$ cat src/rtl/flag_condition_unit_pkg.sv
// Shared definitions for the flag condition unit.
// Flag bit positions, condition codes and FSM states.
package flag_condition_unit_pkg;

  localparam int FLAG_N = 3;
  localparam int FLAG_Z = 2;
  localparam int FLAG_C = 1;
  localparam int FLAG_V = 0;

  localparam logic [3:0] CC_AL = 4'h0;
  localparam logic [3:0] CC_EQ = 4'h1;
  localparam logic [3:0] CC_NE = 4'h2;
  localparam logic [3:0] CC_CS = 4'h3;
  localparam logic [3:0] CC_CC = 4'h4;
  localparam logic [3:0] CC_MI = 4'h5;
  localparam logic [3:0] CC_PL = 4'h6;
  localparam logic [3:0] CC_VS = 4'h7;
  localparam logic [3:0] CC_VC = 4'h8;
  localparam logic [3:0] CC_HI = 4'h9;
  localparam logic [3:0] CC_LS = 4'hA;
  localparam logic [3:0] CC_GE = 4'hB;
  localparam logic [3:0] CC_LT = 4'hC;
  localparam logic [3:0] CC_GT = 4'hD;
  localparam logic [3:0] CC_LE = 4'hE;
  localparam logic [3:0] CC_NV = 4'hF;

  typedef enum logic [1:0] {
    ST_IDLE = 2'd0,
    ST_WAIT = 2'd1,
    ST_RESP = 2'd2
  } state_t;

endpackage

$ cat src/rtl/flag_condition_unit_cond_eval.sv
// Combinational condition evaluator: (Flags, Cond) -> Pass.
// Ports: Flags {N,Z,C,V}, Cond code, Pass result.
module flag_condition_unit_cond_eval
  import flag_condition_unit_pkg::*;
(
  input  logic [3:0] Flags,
  input  logic [3:0] Cond,
  output logic       Pass
);

  logic n;
  logic z;
  logic c;
  logic v;

  assign n = Flags[FLAG_N];
  assign z = Flags[FLAG_Z];
  assign c = Flags[FLAG_C];
  assign v = Flags[FLAG_V];

  always_comb begin
    Pass = 1'b0;
    unique case (Cond)
      CC_AL: Pass = 1'b1;
      CC_EQ: Pass = z;
      CC_NE: Pass = ~z;
      CC_CS: Pass = c;
      CC_CC: Pass = ~c;
      CC_MI: Pass = n;
      CC_PL: Pass = ~n;
      CC_VS: Pass = v;
      CC_VC: Pass = ~v;
      CC_HI: Pass = c & ~z;
      CC_LS: Pass = ~c | z;
      CC_GE: Pass = (n == v);
      CC_LT: Pass = (n != v);
      CC_GT: Pass = ~z & (n == v);
      CC_LE: Pass = z | (n != v);
      CC_NV: Pass = 1'b0;
    endcase
  end

endmodule

$ cat src/rtl/flag_condition_unit.sv
// Branch condition resolver with flag-write interlock and stats.
// Ports: Clk/Reset, Flags/FR_Ld, request (Cond_Req, Cond, Target,
// Next_PC), response (Cond_Ack, Taken, Branch_Addr), Busy, counters.
module flag_condition_unit
  import flag_condition_unit_pkg::*;
#(
  parameter int ADDR_W = 8,
  parameter int CNT_W  = 8
) (
  input  logic              Clk,
  input  logic              Reset,
  input  logic [3:0]        Flags,
  input  logic              FR_Ld,
  input  logic              Cond_Req,
  input  logic [3:0]        Cond,
  input  logic [ADDR_W-1:0] Target,
  input  logic [ADDR_W-1:0] Next_PC,
  output logic              Cond_Ack,
  output logic              Taken,
  output logic [ADDR_W-1:0] Branch_Addr,
  output logic              Busy,
  output logic [CNT_W-1:0]  Eval_Cnt,
  output logic [CNT_W-1:0]  Taken_Cnt
);

  state_t            state;
  logic [3:0]        cap_cond;
  logic [ADDR_W-1:0] cap_tgt;
  logic [ADDR_W-1:0] cap_nxt;

  logic              wait_st;
  logic [3:0]        sel_cond;
  logic [ADDR_W-1:0] sel_tgt;
  logic [ADDR_W-1:0] sel_nxt;
  logic              pass;
  logic              ack_now;
  logic              defer;

  assign wait_st = (state == ST_WAIT);
  assign Busy    = wait_st;

  // In WAIT the held request is resolved; otherwise the live one.
  assign sel_cond = wait_st ? cap_cond : Cond;
  assign sel_tgt  = wait_st ? cap_tgt  : Target;
  assign sel_nxt  = wait_st ? cap_nxt  : Next_PC;

  // A request colliding with a flag load is parked for one cycle
  // so it sees the flags after the load has landed.
  assign defer   = ~wait_st & Cond_Req & FR_Ld;
  assign ack_now = wait_st | (Cond_Req & ~FR_Ld);

  flag_condition_unit_cond_eval u_cond_eval (
    .Flags (Flags),
    .Cond  (sel_cond),
    .Pass  (pass)
  );

  always_ff @(posedge Clk) begin
    if (Reset) begin
      state       <= ST_IDLE;
      cap_cond    <= '0;
      cap_tgt     <= '0;
      cap_nxt     <= '0;
      Cond_Ack    <= 1'b0;
      Taken       <= 1'b0;
      Branch_Addr <= '0;
      Eval_Cnt    <= '0;
      Taken_Cnt   <= '0;
    end else begin
      Cond_Ack <= 1'b0;

      unique case (state)
        ST_IDLE, ST_RESP: begin
          if (defer)
            state <= ST_WAIT;
          else if (Cond_Req)
            state <= ST_RESP;
          else
            state <= ST_IDLE;
        end
        ST_WAIT: state <= ST_RESP;
        default: state <= ST_IDLE;
      endcase

      if (defer) begin
        cap_cond <= Cond;
        cap_tgt  <= Target;
        cap_nxt  <= Next_PC;
      end

      if (ack_now) begin
        Cond_Ack    <= 1'b1;
        Taken       <= pass;
        Branch_Addr <= pass ? sel_tgt : sel_nxt;
        if (~&Eval_Cnt)
          Eval_Cnt <= Eval_Cnt + 1'b1;
        if (pass && ~&Taken_Cnt)
          Taken_Cnt <= Taken_Cnt + 1'b1;
      end
    end
  end

endmodule

$ cat config.mk
export PLATFORM = sky130hd
export DESIGN_NAME = flag_condition_unit
export DESIGN_NICKNAME = d
export VERILOG_FILES = /design/src/rtl/flag_condition_unit_pkg.sv /design/src/rtl/flag_condition_unit_cond_eval.sv /design/src/rtl/flag_condition_unit.sv
export SDC_FILE = /design/constraint.sdc
export NUM_CORES = 1
export LEC_CHECK = 0
export CORE_MARGIN = 3
export CORE_UTILIZATION = 45
export CTS_CLUSTER_SIZE = 16
export DETAILED_ROUTE_END_ITERATION = 16
export PLACE_DENSITY = 0.79
export REMOVE_ABC_BUFFERS = 1
export SLEW_MARGIN = 20
export SYNTH_ARGS = -nofsm -noshare
export SYNTH_HDL_FRONTEND = slang
export SYNTH_SLANG_ARGS = --single-unit
$ cat constraint.sdc
create_clock -name Clk -period 2.2 [get_ports Clk]
set_input_delay 0.55 -clock Clk [delete_from_list [all_inputs] [get_ports Clk]]
set_output_delay 0.55 -clock Clk [all_outputs]
set_load 0.01 [all_outputs]
==> run metrics, run 1 <==
Final setup viols 17; Slew @ Worst Pin 0.6591 ns; Yosys top cell area share 0.3737; CP max-delay cell o32a_1; Routed Antenna Nets 0; Overall Power 2.080 mW; synthesis warning total 0; CP max stage delay 0.43 ns; Clock Path Buffers 2; Clock Latency Late Sink 0.31 ns; Crit Path Category register to register; fin crit period 2.358 ns; vias per inst 5.657; Worst path most repeated cell mux2_4; clk_skew 0.02115 ns; GR Util All Layers 0.2410; Initial Util 0.4849; Die Y-Extent 81.59 µm; Hold Vio Cnt, Final 0; Slew HR 0.5606; std cell rows 26; RSZ-0062 raised after global routing true; clk root buf clkbuf_8; fmax 424.1 MHz; CTS tree yes; main flop type after synthesis dfxtp_1; endpoint class of the critical path register; Setup WS pre-CTS -0.7699 ns; flops & latches, synth 48; layout cells sized above 1 0.2636; fin. max-slew vios 0; number of port buffers 54; Clock Pin Slew Worst Setup and Hold Paths 0.10 ns; CTS hold repair buffers 0; leakage 1.529 nW; Worst Path Required 2.41 ns; Final WS setup -0.1581 ns; worst vdd ir 0.4278 mV; run status complete, but fails checks; GP Congestion 0.9117; Crit Path Max Fanout 5; global route overflow 0; mapped cell area 2571 µm²; Netlist cell types 46; number of detailed-route iterations in the first pass 5; total vias in the final route 2885; CP Buf/Inv Count 0; WL/cell 16.19 µm; failing checks setup timing; worst hold path class register to register; Power Dens Cells 531.5 nW/µm²; initial antenna violation count 0; startpoint types register; DIE WIDTH 81.59 µm; register area share after synthesis 0.3737; top cells by count, synth nand2_1 (88), dfxtp_1 (48), a21oi_1 (31), nor2_1 (26), nand3_1 (21); die area 6657 µm²; drt drc 0; nets@finish 469; Cell Chain, Critical Path nand2b_4, mux2i_4, mux2_4, o21a_4, o32a_1, o21ai_2, mux2_4; H-tree levels 2; drt total wl 8256 µm; dpl hpwl 5092 µm; Max-cap violations 0; Critical Path AT 2.57 ns; cell with the most instances after synthesis nand2_1; total placed cells including tap cells 489; ANT cells 0; EDFF count, synth 0; DRT iter0 DRCs 187; Area contributors post-synth dfxtp_1 (37%), nand2_1 (13%), a21oi_1 (6.0%), nand3_1 (4.1%), nor2_1 (3.8%); largest net degree at the start of global routing 35; Syn Area/Cell 7.431 µm²; Gate Count Post-Synth 346; Area growth, synth to finish 52.17%; Final period util 1.072; vias in the first global route 2666; area of the core 5303 µm²; Layout Cells excl Fill 510; io pins 55; CTS buffer count 5; first-pass GRT wire length 12630 µm; Synth area leader dfxtp_1; delay-heaviest family, CP multiplexers; ys async rst share 0; clk sinks 48
## final timing paths
| kind | from | end | slack [ns] | cells after the start |
|---|---|---|---|---|
| max reg2reg | state[1] | Taken_Cnt[7] | -0.16 | 7 |
| max | state[1] | Taken_Cnt[7] | -0.16 | 7 |
| min reg2reg | cap_nxt[3] | cap_nxt[3] | 0.46 | 2 |
| min | cap_nxt[3] | cap_nxt[3] | 0.46 | 2 |
## report_power, final
group          internal, mW  leakage [nW]  switching [mW]
Clock                 0.257        0.0516           0.305
Combinational         0.281          1.09           0.291
Sequential            0.912         0.392          0.0333
Total                  1.45          1.53           0.629
## tightest hold or removal path: stages (launching register included)
cell and delay, ns:
dfxtp_1 0.32, nand2_1 0.05, a21oi_1 0.05
## flip-flops by register name (all words and copies together) (netlist names)
signal,cells
Branch_Addr,8
Eval_Cnt,8
Taken_Cnt,8
cap_nxt,8
cap_tgt,8
cap_cond,4
state,2
Cond_Ack,1
Taken,1
## cells in the final DEF (no fill, tap or decap), drive strengths merged, types with 2 or more instances in the layout
| master | synthesis | routed |
|---|---|---|
| nand2 | 88 | 88 |
| buf | 8 | 55 |
| dfxtp | 48 | 48 |
| clkdlybuf4s50 | 0 | 44 |
| a21oi | 31 | 31 |
| nor2 | 26 | 26 |
| nand3 | 21 | 21 |
| nor3 | 14 | 14 |
| nor4 | 10 | 10 |
| o22ai | 9 | 9 |
| dlygate4sd2 | 0 | 8 |
| inv | 8 | 8 |
| mux2 | 8 | 8 |
| clkbuf | 14 | 7 |
| mux2i | 7 | 7 |
| nor2b | 6 | 6 |
| o21ai | 6 | 6 |
| nand4 | 5 | 5 |
| xor2 | 4 | 4 |
| nor3b | 3 | 3 |
| a31oi | 3 | 3 |
| or3 | 3 | 3 |
| and3 | 2 | 2 |
| xnor2 | 2 | 2 |
| nor4b | 2 | 2 |
| ha | 2 | 2 |
| nand2b | 2 | 2 |
| a211oi | 2 | 2 |
## per-layer routing
metal	global-route usage	part of all wire	vias up
met5	0	0	-
met4	0.07973	0.013	0
met3	0.04715	0.063	12
met2	0.4194	0.52	114
met1	0.2975	0.41	1370
li1	-	-	1389
## area by class of cell
class | count | area, µm²
inverters | 8 | 33.78
multi-input cells | 268 | 1754
clock inverters | 2 | 13.76
fillers | 413 | 1390
repair buffers | 108 | 978.4
well taps | 70 | 87.58
clock buffers | 6 | 82.58
flip-flops and latches | 48 | 962.2
## kinds of logic after synthesis
kind of cell	synth area share
xor+xnor	0.02044
flops	0.3737
fa+ha+maj	0.009731
simple gates	0.3299
mux	0.07250
buf+inv	0.05158
compound gates	0.1421
## through the flow
step / setup TNS [ns] / hold WS [ns] / utilization / area, µm²
3_3_place_gp: -10.73 / 0.4427 / 0.6428 / 3408
4_1_cts: -0.5799 / 0.4593 / 0.7034 / 3730
3_5_place_dp: -11.89 / 0.4458 / 0.6428 / 3408
6_report: -1.144 / 0.4570 / 0.7378 / 3913
2_1_floorplan: -19.58 / 0.4168 / - / 2469
5_1_grt: -2.540 / 0.4730 / 0.7378 / 3913
## repair_timing
action | CTS | global route
gates resized for setup | 46 | 36
endpoints found under the setup margin | 20 | 19
cloned | 2 | 0
pin swaps | 16 | 19
buffers inserted | 9 | 2
Note: power is estimated with default switching activity, not from simulation.
==> run 2, diff against run 1 <==
Settings changed: SKIP_LAST_GASP set to 1.
==> run metrics, run 2 (synthesis gave the netlist of run 1 again) <==
run status complete, but fails checks; failing checks setup timing; reg-to-reg endpoint Taken_Cnt[7]; endpoint class of the critical path register; Clock Latency Late Sink 0.32 ns; Clk network pwr share 0.275; clk_skew 0.02456 ns; GR Util All Layers 0.2398; CTS hold repair buffers 0; nets@finish 469; most common cell after layout, fill and taps aside nand2_1; number of detailed-route iterations in the first pass 4; H-tree levels 2; Setup TNS -1.136 ns; Max-cap violations 0; area of the core 5303 µm²; Slew @ Worst Pin 0.6499 ns; Routed Antenna Nets 0; Cell Int Power 1.448 mW; total vias in the final route 2857; layout cells sized above 1 0.2591; Crit Path Category register to register; Sw Share 0.3046; final instance area 3890 µm²; Final WS setup -0.1573 ns; delay-heaviest family, CP multiplexers; Clock Path Buffers 2; clk root buf clkbuf_8; R2R Path Start state[1]; Worst path most repeated cell mux2_4; vias per inst 5.602; clk sinks 48; multi-input logic area 1732 µm²; number of port buffers 54; Slew HR 0.5667; Crit Path Max Fanout 5; startpoint types register; worst vdd ir 0.4345 mV; critical path depth 7; leakage 1.528 nW; Power Dens Cells 535.4 nW/µm²; Initial Util 0.4849; Worst Reg-to-Reg Cells 7; fin crit period 2.357 ns; Overall Power 2.083 mW; Final setup viols 17; Worst Path Required 2.42 ns; largest net degree at the start of global routing 35; Setup WS pre-CTS -0.7699 ns; drt total wl 8252 µm; DIE WIDTH 81.59 µm; RSZ-0062 raised after global routing true; Cell Chain, Critical Path nand2b_4, mux2i_4, mux2_4, o21a_4, o32a_1, o21ai_2, mux2_4; io pins 55; Post-DP Area 3408 µm²; most frequent cells in the layout nand2_1 (86), dfxtp_1 (47), clkdlybuf4s50_1 (44), buf_4 (41); ANT cells 0; fill cell total of the finished layout 418; share of power burned in registers 0.454; GP Congestion 0.9117; Worst Setup SP state[1]; vias in the first global route 2676; Area growth, synth to finish 51.29%; drt drc 0; register area 962.2 µm²; R2R Setup Slk -0.16 ns; worst hold path class register to register; first-pass GRT wire length 12590 µm; Hold Vio Cnt, Final 0; crit path to Taken_Cnt[7]; Net Sw Power 0.6343 mW; power share of the combinational group 0.271; Clock Pin Slew Worst Setup and Hold Paths 0.11 ns; CP max-delay cell o32a_1; CTS tree yes; Final period util 1.072; die area 6657 µm²; CTS buffer count 5; Critical Path AT 2.58 ns; initial antenna violation count 0; dpl hpwl 5092 µm; CP Buf/Inv Count 0; DRT iter0 DRCs 191; global route overflow 0; WL/cell 16.18 µm; fmax 424.2 MHz; Die Y-Extent 81.59 µm; CP max stage delay 0.43 ns; hold_ws 0.4576 ns; std cell rows 26; fin. max-slew vios 0
-- run 2: cell counts in the layout (fill, tap and decap cells not counted) --
Identical to the previous run, type by type.
-- run 2: worst min path at each step --
stage                             to  slack, ns  cells past startpoint        from
after floorplan             state[1]       0.42                      1    state[1]
after global placement    cap_nxt[6]       0.44                      2  cap_nxt[6]
after detailed placement  cap_tgt[4]       0.45                      2  cap_tgt[4]
after CTS                 cap_tgt[4]       0.46                      2  cap_tgt[4]
after global routing      cap_tgt[4]       0.47                      2  cap_tgt[4]
final                     cap_tgt[3]       0.46                      2  cap_tgt[3]
-- run 2: what timing repair did --
item | CTS | global route
setup endpoints to repair | 20 | 24
resized for setup | 44 | 34
pin swaps | 13 | 17
setup buffers | 9 | 2
gates cloned | 2 | 0
-- run 2: layout make-up --
cell class / count / area share
flip-flops and latches: 48 / 0.2473
well taps: 70 / 0.02252
multi-input cells: 268 / 0.4452
clock buffers: 6 / 0.02123
repair buffers: 108 / 0.2515
clock inverters: 2 / 0.003538
inverters: 8 / 0.008684
-- run 2: per-stage QoR --
stage | std cells | util
2_1_floorplan | 324 | -
3_3_place_gp | 489 | 0.6428
3_5_place_dp | 489 | 0.6428
4_1_cts | 508 | 0.7022
5_1_grt | 510 | 0.7336
6_report | 510 | 0.7336
-- run 2: per-layer routing --
layer / vias to the layer above / wire length [µm] / track usage
li1: 1384 / - / -
met1: 1349 / 3418 / 0.2955
met2: 114 / 4192 / 0.4169
met3: 10 / 539 / 0.04715
met4: 0 / 102 / 0.08140
met5: - / 0 / 0
-- run 2: worst register-to-register path: stages (launching register included) --
cell	delay, ns
dfxtp_2	0.33
nand2b_4	0.18
mux2i_4	0.27
mux2_4	0.35
o21a_4	0.22
o32a_1	0.43
o21ai_2	0.19
mux2_4	0.32
-- run 2: power groups by stage --
stage,sequential [mW],clock [mW],combinational (mW)
finish,0.945,0.573,0.565
global route,0.949,0.608,0.607
CTS,0.943,0.573,0.504
detailed placement,0.961,0,0.443
global placement,0.960,0,0.436
floorplan,0.967,0,0.191
